File: config.mk
export PLATFORM = sky130hd
export DESIGN_NAME = ddr_burst_sched
export DESIGN_NICKNAME = d
export VERILOG_FILES = /design/src/rtl/ddr_burst_sched.sv
export SDC_FILE = /design/constraint.sdc
export NUM_CORES = 1
export LEC_CHECK = 0
export BUFFER_PORTS_ARGS = -buffer_cell sky130_fd_sc_hd__buf_4
export CORE_MARGIN = 2
export CORE_UTILIZATION = 30
export CTS_CLUSTER_SIZE = 16
export DETAILED_ROUTE_END_ITERATION = 16
export SETUP_SLACK_MARGIN = 0.1
export SLEW_MARGIN = 40
export SYNTH_ARGS = -nofsm -noshare
export SYNTH_HDL_FRONTEND = slang
export SYNTH_SLANG_ARGS = --single-unit
File: constraint.sdc
create_clock -name clk -period 3.04 [get_ports clk]
set_input_delay 0.152 -clock clk [delete_from_list [all_inputs] [get_ports clk]]
set_output_delay 0.152 -clock clk [all_outputs]
set_load 0.02 [all_outputs]
File: src/rtl/ddr_burst_sched.sv
// ddr_burst_sched
// Shares the single DDR3 application port between the camera write FIFO and
// the HDMI read FIFO. Picks a requester from the FIFO fill levels, generates
// frame-relative burst addresses that wrap at the end of a frame, and keeps
// exactly one burst command outstanding at a time.
// Optional build macro: RD_URGENT_EN (read wins ties when the read FIFO is
// nearly empty, protecting the display from underrun).
module ddr_burst_sched #(
    parameter int ADDR_W       = 29,
    parameter int LVL_W        = 12,
    parameter int BURST_LEN    = 240,
    parameter int FRAME_WORDS  = 2073600,
    parameter int URGENT_SPACE = 1024
) (
    input  logic              clk,
    input  logic              rst,
    input  logic              init_done,
    input  logic              wr_load,
    input  logic              rd_load,
    input  logic [LVL_W-1:0]  wr_fifo_level,
    input  logic [LVL_W-1:0]  rd_fifo_space,
    output logic              cmd_valid,
    input  logic              cmd_ready,
    output logic              cmd_write,
    output logic [ADDR_W-1:0] cmd_addr,
    output logic [7:0]        cmd_len,
    input  logic              burst_done,
    output logic              busy,
    output logic              wr_frame_done,
    output logic              rd_frame_done
);

    localparam logic [ADDR_W-1:0] STEP       = ADDR_W'(BURST_LEN);
    localparam logic [ADDR_W-1:0] FRAME_END  = ADDR_W'(FRAME_WORDS);
    localparam logic [LVL_W-1:0]  BURST_LVL  = LVL_W'(BURST_LEN);
    localparam logic [LVL_W-1:0]  URGENT_LVL = LVL_W'(URGENT_SPACE);
`ifdef RD_URGENT_EN
    localparam logic URGENT_EN = 1'b1;
`else
    localparam logic URGENT_EN = 1'b0;
`endif

    typedef enum logic [1:0] {
        S_IDLE,
        S_ARB,
        S_ISSUE,
        S_WAIT
    } state_t;

    state_t            state_q, state_d;
    logic [ADDR_W-1:0] wr_ptr_q, wr_ptr_d;
    logic [ADDR_W-1:0] rd_ptr_q, rd_ptr_d;
    logic              wr_pend_q, wr_pend_d;
    logic              rd_pend_q, rd_pend_d;
    logic              cmd_write_q, cmd_write_d;
    logic [ADDR_W-1:0] cmd_addr_q, cmd_addr_d;
    logic              last_rd_q, last_rd_d;
    logic              wr_done_q, wr_done_d;
    logic              rd_done_q, rd_done_d;

    logic              wr_elig, rd_elig, rd_urgent, any_elig, grant_rd;
    logic              wr_pend_now, rd_pend_now;
    logic [ADDR_W-1:0] wr_base, rd_base, wr_next, rd_next;

    // Requester selection: round-robin on ties, optionally overridden by read urgency
    always_comb begin
        wr_elig   = (wr_fifo_level >= BURST_LVL);
        rd_elig   = (rd_fifo_space >= BURST_LVL);
        rd_urgent = URGENT_EN && rd_elig && (rd_fifo_space >= URGENT_LVL);
        any_elig  = wr_elig || rd_elig;
        if (wr_elig && rd_elig) begin
            grant_rd = rd_urgent ? 1'b1 : !last_rd_q;
        end else begin
            grant_rd = rd_elig;
        end
    end

    // State register plus all datapath registers
    always_ff @(posedge clk or posedge rst) begin
        if (rst) begin
            state_q     <= S_IDLE;
            wr_ptr_q    <= '0;
            rd_ptr_q    <= '0;
            wr_pend_q   <= 1'b0;
            rd_pend_q   <= 1'b0;
            cmd_write_q <= 1'b0;
            cmd_addr_q  <= '0;
            last_rd_q   <= 1'b1;
            wr_done_q   <= 1'b0;
            rd_done_q   <= 1'b0;
        end else begin
            state_q     <= state_d;
            wr_ptr_q    <= wr_ptr_d;
            rd_ptr_q    <= rd_ptr_d;
            wr_pend_q   <= wr_pend_d;
            rd_pend_q   <= rd_pend_d;
            cmd_write_q <= cmd_write_d;
            cmd_addr_q  <= cmd_addr_d;
            last_rd_q   <= last_rd_d;
            wr_done_q   <= wr_done_d;
            rd_done_q   <= rd_done_d;
        end
    end

    // Next-state logic; losing calibration aborts everything back to IDLE
    always_comb begin
        state_d = state_q;
        if (!init_done) begin
            state_d = S_IDLE;
        end else begin
            case (state_q)
                S_IDLE:  state_d = S_ARB;
                S_ARB:   if (any_elig)   state_d = S_ISSUE;
                S_ISSUE: if (cmd_ready)  state_d = S_WAIT;
                S_WAIT:  if (burst_done) state_d = S_ARB;
                default: state_d = S_IDLE;
            endcase
        end
    end

    // Pointer, frame-restart and command-field updates for the next cycle
    always_comb begin
        wr_pend_now = wr_pend_q || wr_load;
        rd_pend_now = rd_pend_q || rd_load;
        wr_base     = wr_pend_now ? '0 : wr_ptr_q;
        rd_base     = rd_pend_now ? '0 : rd_ptr_q;
        wr_next     = wr_ptr_q + STEP;
        rd_next     = rd_ptr_q + STEP;

        wr_ptr_d    = wr_ptr_q;
        rd_ptr_d    = rd_ptr_q;
        wr_pend_d   = wr_pend_now;
        rd_pend_d   = rd_pend_now;
        cmd_write_d = cmd_write_q;
        cmd_addr_d  = cmd_addr_q;
        last_rd_d   = last_rd_q;
        wr_done_d   = 1'b0;
        rd_done_d   = 1'b0;

        if (!init_done) begin
            wr_ptr_d  = '0;
            rd_ptr_d  = '0;
            wr_pend_d = 1'b0;
            rd_pend_d = 1'b0;
        end else if (state_q == S_ARB) begin
            wr_ptr_d  = wr_base;
            rd_ptr_d  = rd_base;
            wr_pend_d = 1'b0;
            rd_pend_d = 1'b0;
            if (any_elig) begin
                cmd_write_d = !grant_rd;
                cmd_addr_d  = grant_rd ? rd_base : wr_base;
                last_rd_d   = grant_rd;
            end
        end else if (state_q == S_WAIT && burst_done) begin
            if (cmd_write_q) begin
                wr_pend_d = 1'b0;
                wr_done_d = (wr_next == FRAME_END);
                wr_ptr_d  = (wr_done_d || wr_pend_now) ? '0 : wr_next;
            end else begin
                rd_pend_d = 1'b0;
                rd_done_d = (rd_next == FRAME_END);
                rd_ptr_d  = (rd_done_d || rd_pend_now) ? '0 : rd_next;
            end
        end
    end

    // Outputs decoded from registered state and fields
    always_comb begin
        cmd_valid     = (state_q == S_ISSUE);
        busy          = (state_q == S_ISSUE) || (state_q == S_WAIT);
        cmd_write     = cmd_write_q;
        cmd_addr      = cmd_addr_q;
        cmd_len       = 8'(BURST_LEN);
        wr_frame_done = wr_done_q;
        rd_frame_done = rd_done_q;
    end

endmodule
==> summary.txt <==
status -> finished, final reports clean
post-synthesis mux area share -> 0.00870
diodes inserted -> 0
largest net degree at the start of global routing -> 81
worst skew pair latency -> 350 ps
Pins Over Slew Limit -> 0
worst vdd ir -> 0.359 mV
Final period util -> 0.936
GRT Total Usage -> 0.165
slowest CP cell -> dfrtp_1
Synth Area in Compound Gates -> 0.170
die area -> 0.0203 sq mm
DRC -> 0
Comb pwr share -> 0.314
top_reg_cell synth -> dfrtp_1
drt first pass iters -> 8
Placer Congestion -> 0.874
sequential area share after synthesis -> 0.413
setup tns final -> 0 ps
Rows -> 50
global route total overflow -> 0
Syn-to-layout area delta -> 20.7%
Sw Share -> 0.351
Least-Margin Pin Slew -> 737 ps
WP data required -> 3280 ps
Reg area -> 0.00238 sq mm
register share of total power -> 0.383
initial antenna violation count -> 0
Die H -> 142 microns
count leader, synth -> dfrtp_1
Post-synth EDFFs -> 0
wire length per cell -> 17.2 microns
Clock power frac -> 0.303
vias in the first global route -> 4,937
H-tree Lvls -> 3
detailed router's first-iteration violation count -> 468
Worst Path Arrival -> 3090 ps
drt via density -> 5.50
Tmin final -> 2840 ps
ANT nets after route -> 0
share of synthesized cell area in and, or, nand and nor gates -> 0.279
Initial Util -> 0.307
skew final -> 7.99 ps
area leader, netlist -> dfrtp_1
first-pass GRT wire length -> 26.2 mm
Synth top cells by count -> dfrtp_1 (94), nand2_1 (59), nand3_1 (55)
layout cells sized above 1 -> 0.211
Sink Count -> 95
XOR/XNOR Fraction of Synth Area -> 0.0244
Pwr per Cell Area -> 549 mW/mm^2
WHS -> 102 ps
routed via count -> 5,219
routed wire length -> 16.3 mm
Pleak -> 0.00320 uW
Max Freq -> 352 MHz
mean post-synth cell area -> 8.92 sq um
clk slew on worst S/H paths -> 70 ps
Port Buf Inserts -> 56
WP buf/inv -> 2
Synth warnings -> 0
power consumption -> 3810 uW
CP top delay family -> simple AND/OR/NAND/NOR gates
clock tree buffer depth -> 2
largest family of logic cells by synthesized area -> simple AND/OR/NAND/NOR gates
RSZ-0062 raised after global routing -> true
fillcell total -> 1,929
crit path kind -> flip-flop to flip-flop
Int Pwr -> 2470 uW
top cells by area, synth -> dfrtp_1 (41%), a222oi_1 (5.0%), nand3_1 (4.8%), nand2_1 (3.8%), inv_1 (3.2%)
synthesized flop and latch total -> 95
crit path cell chain -> inv_1 -> ha_1 -> nor3b_1 -> buf_4 -> or3_1 -> or3_1 -> a21oi_2 -> nand4_1 -> o21a_1 -> and2_1 -> a221o_1
Worst Hold Class -> input port to flip-flop
post-synth top area share -> 0.409
CP most frequent cell -> or3_1
I/O Pins -> 73
Mapped Area -> 0.00575 sq mm
Die W -> 142 microns
CTS tree -> yes
CP max FO -> 11
max cap viols -> 0
Cells after Synth -> 645
Multi-input gate area -> 0.00294 sq mm
CP Launch Type -> flip-flop
post-route core utilization -> 0.370
final setup fails -> 0
Final #Nets -> 748
clock root buffer -> clkbuf_16
crit end category -> flip-flop
Psw -> 1340 uW
Netlist cell types -> 66
adder-cell share of the synthesized area -> 0.0152
relative slew slack -> 0.508
slowest stage delay, CP -> 350 ps
total CTS buffers -> 9
detailed placer's ending HPWL -> 11.9 mm
post-synthesis async set-or-reset flop share -> 1.00
Hold Fails Final Rpt -> 0
core area -> 0.0188 sq mm
[final timing paths]
path	start	to	slack, ps	cells after the start
max	rd_ptr_q[4]	rd_ptr_q[28]	200	11
min	burst_done	rd_frame_done	100	3
max reg2reg	rd_ptr_q[4]	rd_ptr_q[28]	200	11
min reg2reg	rd_ptr_q[2]	cmd_addr[2]	520	2
max in group asynchronous	rst	rd_ptr_q[18]	1880	4
min in group asynchronous	rst	wr_ptr_q[23]	460	3
[through the flow]
stage | instance area [sq um] | worst slack (ps) | instances
4_1_cts | 6880 | 101 | 945
3_5_place_dp | 6580 | 137 | 928
2_1_floorplan | 5780 | 185 | 651
6_report | 6940 | 195 | 949
5_1_grt | 6940 | 92.2 | 949
3_3_place_gp | 6580 | 158 | 928
[cell usage in the layout (no fill, tap or decap), drive strengths merged, types with 5 or more instances in the layout]
cell type  instances
or4                5
xor2               8
nor2b              9
o21ai             20
nand3             55
nand3b             6
nand2             60
a31oi              9
a211o              7
nand4             30
o31ai              9
conb               8
nor4              22
clkbuf            13
nor3              11
nor2              31
dfrtp             94
o311ai            11
and3              10
or3               16
ha                 7
buf              110
xnor2              8
mux2i              5
inv               48
a21oi             21
a222oi            29
[flip-flops by register name, summed over array words and instances (netlist names)]
signal,cells
cmd_addr,29
wr_pend_q,1
rd_pend_q,1
wr_ptr_q,29
rd_frame_done,1
last_rd_q,1
rd_ptr_q,29
state_q,2
cmd_write,1
wr_frame_done,1
[timing repair]
| action | CTS | global route |
|---|---|---|
| endpoints found under the setup margin | 0 | 20 |
| hold endpoints to repair | 77 | 0 |
| setup buffers | 0 | 3 |
| hold buffers | 1 | 0 |
| gates resized for setup | 0 | 5 |
[power by group through the flow]
stage | registers [uW] | logic, uW | clock network, uW
global route | 1470 | 1310 | 1230
CTS | 1450 | 1180 | 1180
floorplan | 1480 | 761 | 0
detailed placement | 1470 | 1170 | 0
finish | 1460 | 1200 | 1150
global placement | 1470 | 1160 | 0
[worst reg2reg max path, stage by stage, from the launching register on]
cell and delay, ps:
dfrtp_1 350, inv_1 50, ha_1 200, nor3b_1 140, buf_4 190, or3_1 350, or3_1 340, a21oi_2 210
nand4_1 140, o21a_1 240, and2_1 190, a221o_1 340
[final cells by class]
type	count	share of cell area
clock inverter	3	0.00631
clock buffer	13	0.0360
sequential	95	0.343
multi-input combinational	444	0.423
tap	234	0.0422
timing repair buffer	111	0.122
inverter	49	0.0272
[cells by family (layout without fill, tap and decap cells)]
| kind of cell | Yosys count | after routing |
|---|---|---|
| multiplexers | 5 | 5 |
| flip-flops | 95 | 95 |
| buffers and inverters | 113 | 176 |
| AND/OR/NAND/NOR | 277 | 278 |
| adder cells (fa/ha/maj) | 7 | 7 |
| AO/OA/AOI/OAI | 130 | 130 |
| XOR/XNOR | 16 | 16 |
| other | 2 | 8 |
[per-layer routing]
layer  GRT usage  wire length [microns]
met1       0.219                   7270
met2       0.269                   8080
met3      0.0299                    614
met4      0.0641                    363
met5           0                      0
(Power assumes the default switching activity.)
